$ cat src/rtl/tone_sequencer.sv
// tone_sequencer: drives the FSK phase accumulator from a host-programmed
// table of four 16-bit phase increments plus a symbol length.
// Each accepted 2-bit symbol writes the chosen increment to the accumulator's
// shared 8-bit bus (divf low byte, then divr high byte). It then enables the
// accumulator for exactly sym_len cycles.
// Optional build macro TONE_SEQ_SKIP_RELOAD_EN: a symbol that repeats the
// tone already loaded skips both load cycles and keeps acc_en high, so the
// repeated tone stays phase-continuous.
module tone_sequencer #(
    parameter int NUM_TONES = 4,
    parameter int SYM_LEN_W = 16
) (
    input  logic       clk,
    input  logic       rst,
    input  logic       cfg_wr,
    input  logic [3:0] cfg_addr,
    input  logic [7:0] cfg_data,
    input  logic       sym_valid,
    input  logic [1:0] sym_data,
    output logic       sym_ready,
    output logic       sym_done,
    output logic       busy,
    output logic [7:0] acc_data,
    output logic       acc_wr_divf,
    output logic       acc_wr_divr,
    output logic       acc_en
);

    typedef enum logic [1:0] {
        IDLE   = 2'd0,
        LOAD_F = 2'd1,
        LOAD_R = 2'd2,
        RUN    = 2'd3
    } state_t;

    localparam logic [SYM_LEN_W-1:0] LEN_ONE = SYM_LEN_W'(1);
    localparam logic [SYM_LEN_W-1:0] LEN_TWO = SYM_LEN_W'(2);

    // Host-visible configuration
    logic [7:0]           tone_lo [NUM_TONES];
    logic [7:0]           tone_hi [NUM_TONES];
    logic [SYM_LEN_W-1:0] sym_len;

    // Per-symbol state captured at accept time
    state_t               state;
    logic [7:0]           shadow_hi;
    logic [SYM_LEN_W-1:0] shadow_len;
    logic [SYM_LEN_W-1:0] count;

    logic                 accept;
    logic [15:0]          sel_tone;
    logic                 skip_reload;

    assign accept   = sym_valid && sym_ready;
    assign sel_tone = {tone_hi[sym_data], tone_lo[sym_data]};

    // A programmed length of zero still runs the accumulator for one cycle.
    function automatic logic [SYM_LEN_W-1:0] eff_len(input logic [SYM_LEN_W-1:0] len);
        return (len == '0) ? LEN_ONE : len;
    endfunction

`ifdef TONE_SEQ_SKIP_RELOAD_EN
    logic [15:0] loaded_tone;

    assign skip_reload = (sel_tone == loaded_tone);
`else
    assign skip_reload = 1'b0;
`endif

    // Config byte writes land one cycle later regardless of sequencer state;
    // addresses 10-15 are ignored.
    always_ff @(posedge clk or negedge rst) begin
        if (!rst) begin
            for (int i = 0; i < NUM_TONES; i++) begin
                tone_lo[i] <= '0;
                tone_hi[i] <= '0;
            end
            sym_len <= LEN_ONE;
        end else if (cfg_wr) begin
            if (!cfg_addr[3]) begin
                if (cfg_addr[0]) begin
                    tone_hi[cfg_addr[2:1]] <= cfg_data;
                end else begin
                    tone_lo[cfg_addr[2:1]] <= cfg_data;
                end
            end else if (cfg_addr == 4'd8) begin
                sym_len[7:0] <= cfg_data;
            end else if (cfg_addr == 4'd9) begin
                sym_len[SYM_LEN_W-1:8] <= cfg_data[SYM_LEN_W-9:0];
            end
        end
    end

    // Sequencer FSM; every output is computed for the state being entered so
    // that it appears registered in the same cycle as that state.
    always_ff @(posedge clk or negedge rst) begin
        if (!rst) begin
            state       <= IDLE;
            shadow_hi   <= '0;
            shadow_len  <= '0;
            count       <= '0;
            sym_ready   <= 1'b0;
            sym_done    <= 1'b0;
            busy        <= 1'b0;
            acc_data    <= '0;
            acc_wr_divf <= 1'b0;
            acc_wr_divr <= 1'b0;
            acc_en      <= 1'b0;
`ifdef TONE_SEQ_SKIP_RELOAD_EN
            loaded_tone <= '0;
`endif
        end else begin
            acc_wr_divf <= 1'b0;
            acc_wr_divr <= 1'b0;
            acc_data    <= '0;
            sym_done    <= 1'b0;

            case (state)
                IDLE: begin
                    if (accept) begin
                        state       <= LOAD_F;
                        shadow_hi   <= sel_tone[15:8];
                        shadow_len  <= sym_len;
                        acc_data    <= sel_tone[7:0];
                        acc_wr_divf <= 1'b1;
                        acc_en      <= 1'b0;
                        sym_ready   <= 1'b0;
                        busy        <= 1'b1;
`ifdef TONE_SEQ_SKIP_RELOAD_EN
                        loaded_tone <= sel_tone;
`endif
                    end else begin
                        acc_en    <= 1'b0;
                        sym_ready <= 1'b1;
                        busy      <= 1'b0;
                    end
                end

                LOAD_F: begin
                    state       <= LOAD_R;
                    acc_data    <= shadow_hi;
                    acc_wr_divr <= 1'b1;
                    busy        <= 1'b1;
                end

                LOAD_R: begin
                    state     <= RUN;
                    count     <= eff_len(shadow_len);
                    acc_en    <= 1'b1;
                    sym_ready <= (eff_len(shadow_len) == LEN_ONE);
                    sym_done  <= (eff_len(shadow_len) == LEN_ONE);
                    busy      <= 1'b1;
                end

                RUN: begin
                    if (count != LEN_ONE) begin
                        count     <= count - LEN_ONE;
                        sym_ready <= (count == LEN_TWO);
                        sym_done  <= (count == LEN_TWO);
                    end else if (accept && skip_reload) begin
                        count     <= eff_len(sym_len);
                        acc_en    <= 1'b1;
                        sym_ready <= (eff_len(sym_len) == LEN_ONE);
                        sym_done  <= (eff_len(sym_len) == LEN_ONE);
                    end else if (accept) begin
                        state       <= LOAD_F;
                        shadow_hi   <= sel_tone[15:8];
                        shadow_len  <= sym_len;
                        count       <= '0;
                        acc_data    <= sel_tone[7:0];
                        acc_wr_divf <= 1'b1;
                        acc_en      <= 1'b0;
                        sym_ready   <= 1'b0;
`ifdef TONE_SEQ_SKIP_RELOAD_EN
                        loaded_tone <= sel_tone;
`endif
                    end else begin
                        state     <= IDLE;
                        count     <= '0;
                        acc_en    <= 1'b0;
                        sym_ready <= 1'b1;
                        busy      <= 1'b0;
                    end
                end

                default: begin
                    state     <= IDLE;
                    acc_en    <= 1'b0;
                    sym_ready <= 1'b0;
                    busy      <= 1'b0;
                end
            endcase
        end
    end

endmodule

$ cat config.mk
export PLATFORM = sky130hd
export DESIGN_NAME = tone_sequencer
export DESIGN_NICKNAME = d
export VERILOG_FILES = /design/src/rtl/tone_sequencer.sv
export SDC_FILE = /design/constraint.sdc
export NUM_CORES = 1
export LEC_CHECK = 0
export BUFFER_PORTS_ARGS = -buffer_cell sky130_fd_sc_hd__buf_2
export CAP_MARGIN = 25
export CORE_MARGIN = 4
export CORE_UTILIZATION = 60
export DETAILED_ROUTE_END_ITERATION = 10
export GPL_TIMING_DRIVEN = 0
export PLACE_DENSITY = 0.78
export SLEW_MARGIN = 20
export SYNTH_ARGS = -nofsm -noshare
export SYNTH_HDL_FRONTEND = slang
export SYNTH_SLANG_ARGS = --single-unit
$ cat constraint.sdc
create_clock -name clk -period 3.1 [get_ports clk]
set_clock_uncertainty 0.05 [all_clocks]
set_input_delay 0 -clock clk [delete_from_list [all_inputs] [get_ports clk]]
set_output_delay 0 -clock clk [all_outputs]
set_load 0.1 [all_outputs]
==> impl_metrics.yaml, run 1 <==
place:
  dp_hpwl_um: 9286
  io_buffers: 20
  postPlaceCellArea_sq_um: 6626
  routabilityCongestion: 0.9065
synthesis:
  synth-xor-area-share_pct: 0.9703
  synth_cell_type_count: 54
  synth_area_per_cell_sq_um: 13.89
  ys_top_cells_by_count: "dfrtp_1 (135), mux2_2 (87), mux2_1 (20)"
  ys_seq_area_share_pct: 53.88
  synth-adder-area-share_pct: 1.782
  synth-simple-area-share_pct: 9.287
  synth.area.mux_share_pct: 26.20
  synth_top_area_share_pct: 53.47
  synth_area_leader_cell: "dfrtp_1"
  async_flop_share_pct: 100.0
  synth-edff-count: 0
  ys_warn_count: 0
  syn_nets: 482
  synth_compound_area_share_pct: 5.604
  netlist_area_sq_um: 6319
  synth_top_family_by_area: "multiplexers"
  synth_most_common_cell: "dfrtp_1"
  synthCells: 455
  synth.area.top_cells: "dfrtp_1 (53%), mux2_2 (16%), mux4_2 (5.7%), mux2_1 (3.6%), ha_1 (1.8%)"
  synthFlopType: "dfrtp_1"
  synth_seq_cells: 136
pwr:
  power.density_nw_per_um2: 996.6
  cellLeakagePower_uw: 0.003140
  vdd_ir_drop_max_mv: 0.6486
critical_path:
  path_class: "register to register"
  slowest_delay_ns: 0.57
  r2r_start: "count[1]$_DFFE_PN0P_"
  critPathMaxFanout: 10
  worst_path_max_delay_cell: "a211oi_4"
  required_ns: 3.45
  crit_chain: "inv_1, ha_1, nor4b_2, nand4_4, a211oi_4, buf_6, mux2_1"
  critical_path.startpoint: "count[1]$_DFFE_PN0P_"
  worstPathArrival_ns: 3.06
  cp-start-kind: "register"
  endpoint_kind: "register"
detailed_routing:
  drt_pass1_iterations: 4
  viasPerCell: 6.250
  wl_met1_um: 5673
  drt_iter0_drc: 259
  maxUsedRoutingLayer: "met4"
  num_vias: 4075
  drcViolationCount: 0
  wirelength_um: 13820
  antenna_left: 0
  wl_per_cell_um: 21.20
  wl_met2_um: 7187
  wl_met3_um: 690
finish:
  fillCellCount: 684
  design_area_sq_um: 7296
  drive_gt1_share_pct: 32.75
  multi_input_area_sq_um: 2770
  area_delta_synth_final_pct: 15.47
  n_antenna_cell: 0
  seq_area_sq_um: 3405
  nets: 530
clock_tree:
  clk_pin_slew_ns: 0.06
  cts_num_sinks: 136
  cts_tree: "yes"
  post_cts_buffers: 0
  max-clock-path-buffers: 2
  h-tree-depth: 4
  clk_latency_ns: 0.52
  root_buffer: "clkbuf_8"
  numCtsBuffers: 17
sta:
  period_minus_slack_ns: 2.711
  slew_headroom_pct: 35.31
  fin_tns_setup_ns: 0
  holdWs_ns: -0.003355
  fin_crit_sh_pct: 87.45
  setup_viol: 0
  worstMarginPinSlew_ns: 0.9569
  rsz0062_at_grt: "false"
  hold_violations: 3
  drv_slew: 0
  fmax_ghz: 0.3689
worst_hold_path:
  hold_path.class: "input pin to register"
  min_from: "cfg_data[5]"
global_route:
  grt_max_degree: 96
  antenna_found_initial: 0
  grt_pass1_wl_um: 23370
  grt_pass1_vias: 4501
  grt.overflow.total: 0
  gr-usage-all-layers_pct: 24.23
run_status:
  outcome: "finished, violations left"
  violations: "negative hold slack"
run:
  maxCapViolCount: 0
die:
  std_cell_rows: 37
  ios: 32
  die_h_um: 110.6
  die_area_sq_um: 12240
  initial_utilization_pct: 61.48
  die_x_um: 110.6
  coreArea_sq_um: 10280
## per-layer routing
metal | up-vias | track usage (%)
met2 | 132 | 40.90
met5 | - | 0
met3 | 26 | 6.356
li1 | 1805 | -
met4 | 0 | 8.210
met1 | 2112 | 30.45
## sequential cells by signal, summed over array words and instances, names as in the netlist
name and count:
tone_hi 32, count 16, sym_len 16, tone_lo 32
acc_wr_divf 1, sym_ready 1, shadow_len 16, sym_done 1
acc_wr_divr 1, shadow_hi 8, acc_en 1, state 2
busy 1, acc_data 8
## worst max-delay path, delay by kind of cell, from the launching register on
| kind | cells | cell delay, ns |
|---|---|---|
| buffers and inverters | 2 | 0.37 |
| adder cells (fa/ha/maj) | 1 | 0.22 |
| AO/OA/AOI/OAI | 1 | 0.57 |
| AND/OR/NAND/NOR | 2 | 0.56 |
| flip-flops | 1 | 0.45 |
| multiplexers | 1 | 0.36 |
## kinds of logic after synthesis
| family | after synthesis |
|---|---|
| compound gates | 47 |
| mux | 132 |
| flops | 136 |
| simple gates | 90 |
| xor+xnor | 7 |
| buf+inv | 34 |
| fa+ha+maj | 9 |
## area by class of cell
type / count / share of cell area (%)
clock inverter: 13 / 2.024
multi-input combinational: 285 / 37.97
buffer: 25 / 1.509
tap: 136 / 2.332
inverter: 9 / 0.4630
sequential: 136 / 46.66
timing repair buffer: 29 / 3.121
clock buffer: 19 / 5.917
## timing repair
item | 4_1_cts | 5_1_grt
endpoints found under the setup margin | 0 | 0
endpoints found under the hold margin | 162 | 0
hold buffers | 8 | 0
gates resized for setup | 0 | 0
## report_power, final
| group | total, uW | internal [uW] | switching, uW | leakage (uW) |
|---|---|---|---|---|
| Sequential | 2800 | 2340 | 460 | 0.00169 |
| Clock | 1950 | 1170 | 778 | 0.000276 |
| Combinational | 2520 | 1030 | 1490 | 0.00117 |
## placed cells by master, fill, tap and decap left out, drive strengths merged, types with 9 or more instances in the layout
cell | synthesis | routed
dfrtp | 135 | 135
mux2 | 107 | 107
buf | 14 | 36
clkbuf | 11 | 30
nand2 | 17 | 17
mux4 | 16 | 16
nor2 | 12 | 12
inv | 9 | 11
nand3 | 10 | 10
mux2i | 9 | 9
ha | 9 | 9
## metrics by stage
step                      std cells  utilization, %  total power (uW)  setup slack (ns)
after global routing            652           70.99              7665            0.2443
after global placement          611           64.11              5143            0.2771
final                           652           70.99              7271            0.3889
after detailed placement        612           64.48              5275            0.4683
after floorplan                 455               -              4660            0.7589
after CTS                       652           70.99              7268            0.3963
## worst paths after layout
| path | slack [ns] | cells after the start | endpoint |
|---|---|---|---|
| setup / recovery | 0.39 | 7 | shadow_len[2]$_DFFE_PN0P_ |
| setup reg to reg | 0.39 | 7 | shadow_len[2]$_DFFE_PN0P_ |
| hold reg to reg | 0.43 | 1 | shadow_len[11]$_DFFE_PN0P_ |
| hold / removal | -0.003 | 2 | tone_hi[29]$_DFFE_PN0P_ |
| min in group asynchronous | 0.51 | 4 | count[8]$_DFFE_PN0P_ |
| max in group asynchronous | 2.04 | 4 | sym_len[0]$_DFFE_PN1P_ |
Power figures use the tool's default switching activity.
==> run 2: changes to the inputs <==
REMOVE_ABC_BUFFERS = 1   (was unset)
==> run 2 against run 1 <==
The flow now finishes without violations. Power decreased by 0.74%. Clock power is essentially flat. Non-clock buffer count down 6. Utilization grew 0.41 points. Final area increased by 0.58%. Count of clock-buffer cells in the layout decreased by 2.
==> impl_metrics.yaml, run 2 (synthesis results as in run 1) <==
run_status:
  outcome: "finished clean"
sta:
  fmax_ghz: 0.3502
  rsz0062_at_grt: "false"
  period_minus_slack_ns: 2.855
  drv_slew: 0
  hold_violations: 0
  worstMarginPinSlew_ns: 1.108
  slew_headroom_pct: 25.07
  fin_crit_sh_pct: 92.11
  setup_viol: 0
  fin_tns_setup_ns: 0
critical_path:
  endpoint_kind: "register"
  path_class: "register to register"
  r2r_cells: 8
  critical_path.startpoint: "count[1]$_DFFE_PN0P_"
  rrSetupSlack_ns: 0.24
  critPathMaxFanout: 19
  r2r_start: "count[1]$_DFFE_PN0P_"
  cp-start-kind: "register"
  worstPathArrival_ns: 3.22
  crit_end: "shadow_len[15]$_DFFE_PN0P_"
  required_ns: 3.46
  r2r_end: "shadow_len[15]$_DFFE_PN0P_"
global_route:
  grt.overflow.total: 0
  gr-usage-all-layers_pct: 22.91
  grt_pass1_vias: 4156
  grt_pass1_wl_um: 22160
  antenna_found_initial: 0
  grt_max_degree: 84
place:
  routabilityCongestion: 0.8860
  dp_hpwl_um: 8497
  postPlaceCellArea_sq_um: 6596
  io_buffers: 31
die:
  std_cell_rows: 37
  die_area_sq_um: 12240
  coreArea_sq_um: 10280
  initial_utilization_pct: 61.48
  die_x_um: 110.6
  die_h_um: 110.6
  ios: 32
finish:
  drive_gt1_share_pct: 35.49
  nets: 524
  largestRegisters: "tone_hi x32, tone_lo x32"
  design_area_sq_um: 7338
  layout_commonest_cell: "dfrtp_1"
  post-route-util_pct: 71.40
  fillCellCount: 673
  n_antenna_cell: 0
  layout_common_cells: "dfrtp_1 (135), mux2_2 (87), buf_2 (30)"
  area_delta_synth_final_pct: 16.14
run:
  maxCapViolCount: 0
worst_hold_path:
  hold_path.class: "input pin to register"
  min_delay_path_depth: 3
  min_from: "cfg_addr[0]"
pwr:
  power_uw: 7217
  cellLeakagePower_uw: 0.003180
  vdd_ir_drop_max_mv: 0.6156
  power.density_nw_per_um2: 983.5
clock_tree:
  root_buffer: "clkbuf_8"
  clk_latency_ns: 0.52
  cts_num_sinks: 136
  h-tree-depth: 4
  max-clock-path-buffers: 2
  post_cts_resized: 0
  numCtsBuffers: 17
  clk_pin_slew_ns: 0.06
  cts_tree: "yes"
detailed_routing:
  antenna_left: 0
  viasPerCell: 6.172
  drt_pass1_iterations: 5
  drcViolationCount: 0
  wl_per_cell_um: 20.25
  num_vias: 3987
  drt_iter0_drc: 253
  wirelength_um: 13080
-- run 2: cell count changes in the layout (fill, tap and decap cells not counted), moves of 2 or more --
cell           change
clkinv_4           +2
clkinv_2           -2
buf_1             -11
clkbuf_1          -12
dlygate4sd3_1      +6
buf_2             +10
inv_6              +3
-- run 2: how the worst min path moves through the flow --
stage | slack (ns) | to
after floorplan | -0.35 | acc_data[0]$_DFF_PN0_
after global placement | 0.32 | tone_lo[29]$_DFFE_PN0P_
after detailed placement | -0.11 | acc_wr_divf$_DFF_PN0_
after CTS | 0.009 | sym_len[1]$_DFFE_PN0P_
after global routing | 0.05 | sym_len[4]$_DFFE_PN0P_
final | 0.04 | sym_len[1]$_DFFE_PN0P_
-- run 2: power breakdown --
group          switching, uW  internal [uW]  leakage (uW)  total, uW
Sequential               465           2340       0.00169       2810
Combinational           1420           1020       0.00121       2440
Clock                    811           1160      0.000276       1970
-- run 2: routing by layer --
metal | share of wire (%) | track usage, % | up-vias
met3 | 4.4 | 5.315 | 14
met1 | 44 | 31.53 | 2070
met4 | 1.3 | 6.979 | 0
met5 | 0 | 0 | -
met2 | 50 | 36.61 | 107
li1 | - | - | 1796
-- run 2: timing repair --
item                      CTS  global route
buffers inserted            0             0
hold endpoints to repair  219             0
hold buffers               14             0
-- run 2: critical path, cell delays in order, from the launching register on --
cell and delay, ns:
dfrtp_1 0.43, inv_1 0.10, ha_1 0.21, nor4b_2 0.32, nand4_4 0.34, a211oi_4 0.52
buf_6 0.22, buf_6 0.18, mux2_2 0.35
-- run 2: area by class of cell --
cell class	instances	area (sq um)	share of cell area (%)
Timing Repair Buffer	48	372.9	5.081
Sequential cell	136	3405	46.39
Tap cell	136	170.2	2.319
Multi-Input combinational cell	285	2773	37.78
Clock buffer	17	414.1	5.644
Inverter	9	33.78	0.4604
Clock inverter	15	170.2	2.319
-- run 2: through the flow --
stage / setup slack, ns / std cells / hold WS, ns
floorplan: 0.4339 / 430 / -0.3456
finish: 0.2446 / 646 / 0.03692
detailed placement: 0.2435 / 600 / -0.1063
global route: 0.02988 / 646 / 0.04560
CTS: 0.2244 / 646 / 0.008577
global placement: -0.08062 / 597 / 0.3228
==> run 3: changes to the inputs <==
SLEW_MARGIN = unset   (was 20)
clock period = 2.89 ns   (was 3.1 ns; I/O delays follow)
==> run 3 against run 2 <==
Die area unchanged. First-iteration DRC count grew 7.5%. Utilization increased by 0.24 points. Routed wire length grew 2.3%. Cell count increased by 0.62%. Non-clock buffer count increased by 4. Critical path depth unchanged.
==> impl_metrics.yaml, run 3 (synthesis results as in run 1) <==
run_status:
  outcome: "finished clean"
place:
  pre_cts_ws_ns: 0.03572
  postPlaceCellArea_sq_um: 6598
  io_buffers: 31
  routabilityCongestion: 0.8860
  dp_hpwl_um: 8525
global_route:
  grt_max_degree: 81
  gr-usage-all-layers_pct: 23.53
  grt_pass1_wl_um: 22560
  antenna_found_initial: 0
  grt.overflow.total: 0
  grt_pass1_vias: 4303
detailed_routing:
  wl_per_cell_um: 20.58
  drcViolationCount: 0
  drt_iter0_drc: 272
  drt_pass1_iterations: 4
  num_vias: 4013
  wirelength_um: 13380
  viasPerCell: 6.174
  antenna_left: 0
critical_path:
  critPathMaxFanout: 19
  required_ns: 3.26
  path_class: "register to register"
  r2r_start: "count[1]$_DFFE_PN0P_"
  rrSetupSlack_ns: 0.24
  crit_family: "simple AND/OR/NAND/NOR gates"
  cp-start-kind: "register"
  path_buf_inv: 3
  r2r_cells: 8
  worst_path_max_delay_cell: "dfrtp_1"
  crit_chain: "inv_1, ha_1, nor4b_2, nand4_4, a211oi_4, buf_4, buf_8, mux2_2"
  slowest_delay_ns: 0.43
  r2r_end: "shadow_hi[7]$_DFFE_PN0P_"
  endpoint_kind: "register"
  worstPathArrival_ns: 3.01
pwr:
  power.density_nw_per_um2: 1055
  vdd_ir_drop_max_mv: 0.8346
  cellLeakagePower_uw: 0.003195
sta:
  fmax_ghz: 0.3779
  timing.final.ws_setup_ns: 0.2439
  drv_slew: 0
  rsz0062_at_grt: "false"
  slew_headroom_pct: 27.84
  period_minus_slack_ns: 2.646
  hold_violations: 0
  fin_crit_sh_pct: 91.56
  worstMarginPinSlew_ns: 1.067
  setup_viol: 0
  holdWs_ns: 0.02915
die:
  die_x_um: 110.6
  die_h_um: 110.6
  coreArea_sq_um: 10280
  initial_utilization_pct: 61.48
  ios: 32
  std_cell_rows: 37
  die_area_sq_um: 12240
worst_hold_path:
  hold_path.class: "input pin to register"
  min_to: "sym_len[1]$_DFFE_PN0P_"
  min_delay_path_depth: 3
  min_from: "cfg_addr[0]"
finish:
  largestRegisters: "tone_hi x32, tone_lo x32"
  layout_commonest_cell: "dfrtp_1"
  layout_common_cells: "dfrtp_1 (135), mux2_2 (87), buf_2 (30)"
  drive_gt1_share_pct: 35.60
  area_delta_synth_final_pct: 16.53
  nets: 528
  design_area_sq_um: 7363
  n_antenna_cell: 0
clock_tree:
  cts_tree: "yes"
  clk_latency_ns: 0.53
  clk_pin_slew_ns: 0.06
  h-tree-depth: 4
  numCtsBuffers: 17
  cts_num_sinks: 136
  max-clock-path-buffers: 2
  post_cts_resized: 0
  root_buffer: "clkbuf_8"
run:
  maxCapViolCount: 0
## run 3: worst max-delay path by stage
| stage | slack, ns | startpoint | to | cells past startpoint |
|---|---|---|---|---|
| 6_report | 0.24 | count[1]$_DFFE_PN0P_ | shadow_hi[7]$_DFFE_PN0P_ | 8 |
| 5_1_grt | 0.08 | count[1]$_DFFE_PN0P_ | shadow_len[12]$_DFFE_PN0P_ | 8 |
| 4_1_cts | 0.02 | count[1]$_DFFE_PN0P_ | shadow_hi[7]$_DFFE_PN0P_ | 7 |
| 3_5_place_dp | 0.04 | count[1]$_DFFE_PN0P_ | shadow_hi[7]$_DFFE_PN0P_ | 7 |
| 3_3_place_gp | -0.29 | count[1]$_DFFE_PN0P_ | shadow_hi[1]$_DFFE_PN0P_ | 6 |
| 2_1_floorplan | 0.22 | sym_ready$_DFFE_PN0P_ | shadow_hi[0]$_DFFE_PN0P_ | 3 |
## run 3: where the power goes
group	switching [uW]	internal (uW)	total (uW)
clock	833	1260	2090
combinational	1540	1130	2680
sequential	493	2510	3000
total	2870	4900	7770
## run 3: what timing repair did
item | in CTS | in global routing
endpoints found under the hold margin | 219 | 0
setup endpoints to repair | 0 | 17
hold buffers | 14 | 0
buffers inserted | 0 | 4
## run 3: area by class of cell
class / instances / area [sq um]
inverters: 9 / 33.78
well taps: 136 / 170.2
fillers: 667 / 2914
multi-input cells: 285 / 2770
clock inverters: 13 / 146.4
clock buffers: 19 / 431.7
repair buffers: 52 / 406.6
flip-flops and latches: 136 / 3405
## run 3: tightest hold or removal path: stages
cell,delay (ns)
buf_2,0.13
nor2_1,0.18
mux2_2,0.27
## run 3: per-stage QoR
stage          power (uW)  instances  util (%)  TNS (ns)
2_1_floorplan        4931        430         -         0
3_3_place_gp         5449        597     63.57    -6.219
3_5_place_dp         5619        600     64.20         0
4_1_cts              7756        646     71.35         0
5_1_grt              8197        650     71.65         0
6_report             7769        650     71.65         0
## run 3: per-layer routing
| layer | part of all wire, % | global-route usage (%) |
|---|---|---|
| met5 | 0 | 0 |
| met4 | 1.5 | 8.539 |
| met3 | 5.1 | 5.808 |
| met2 | 49 | 37.22 |
| met1 | 44 | 31.87 |
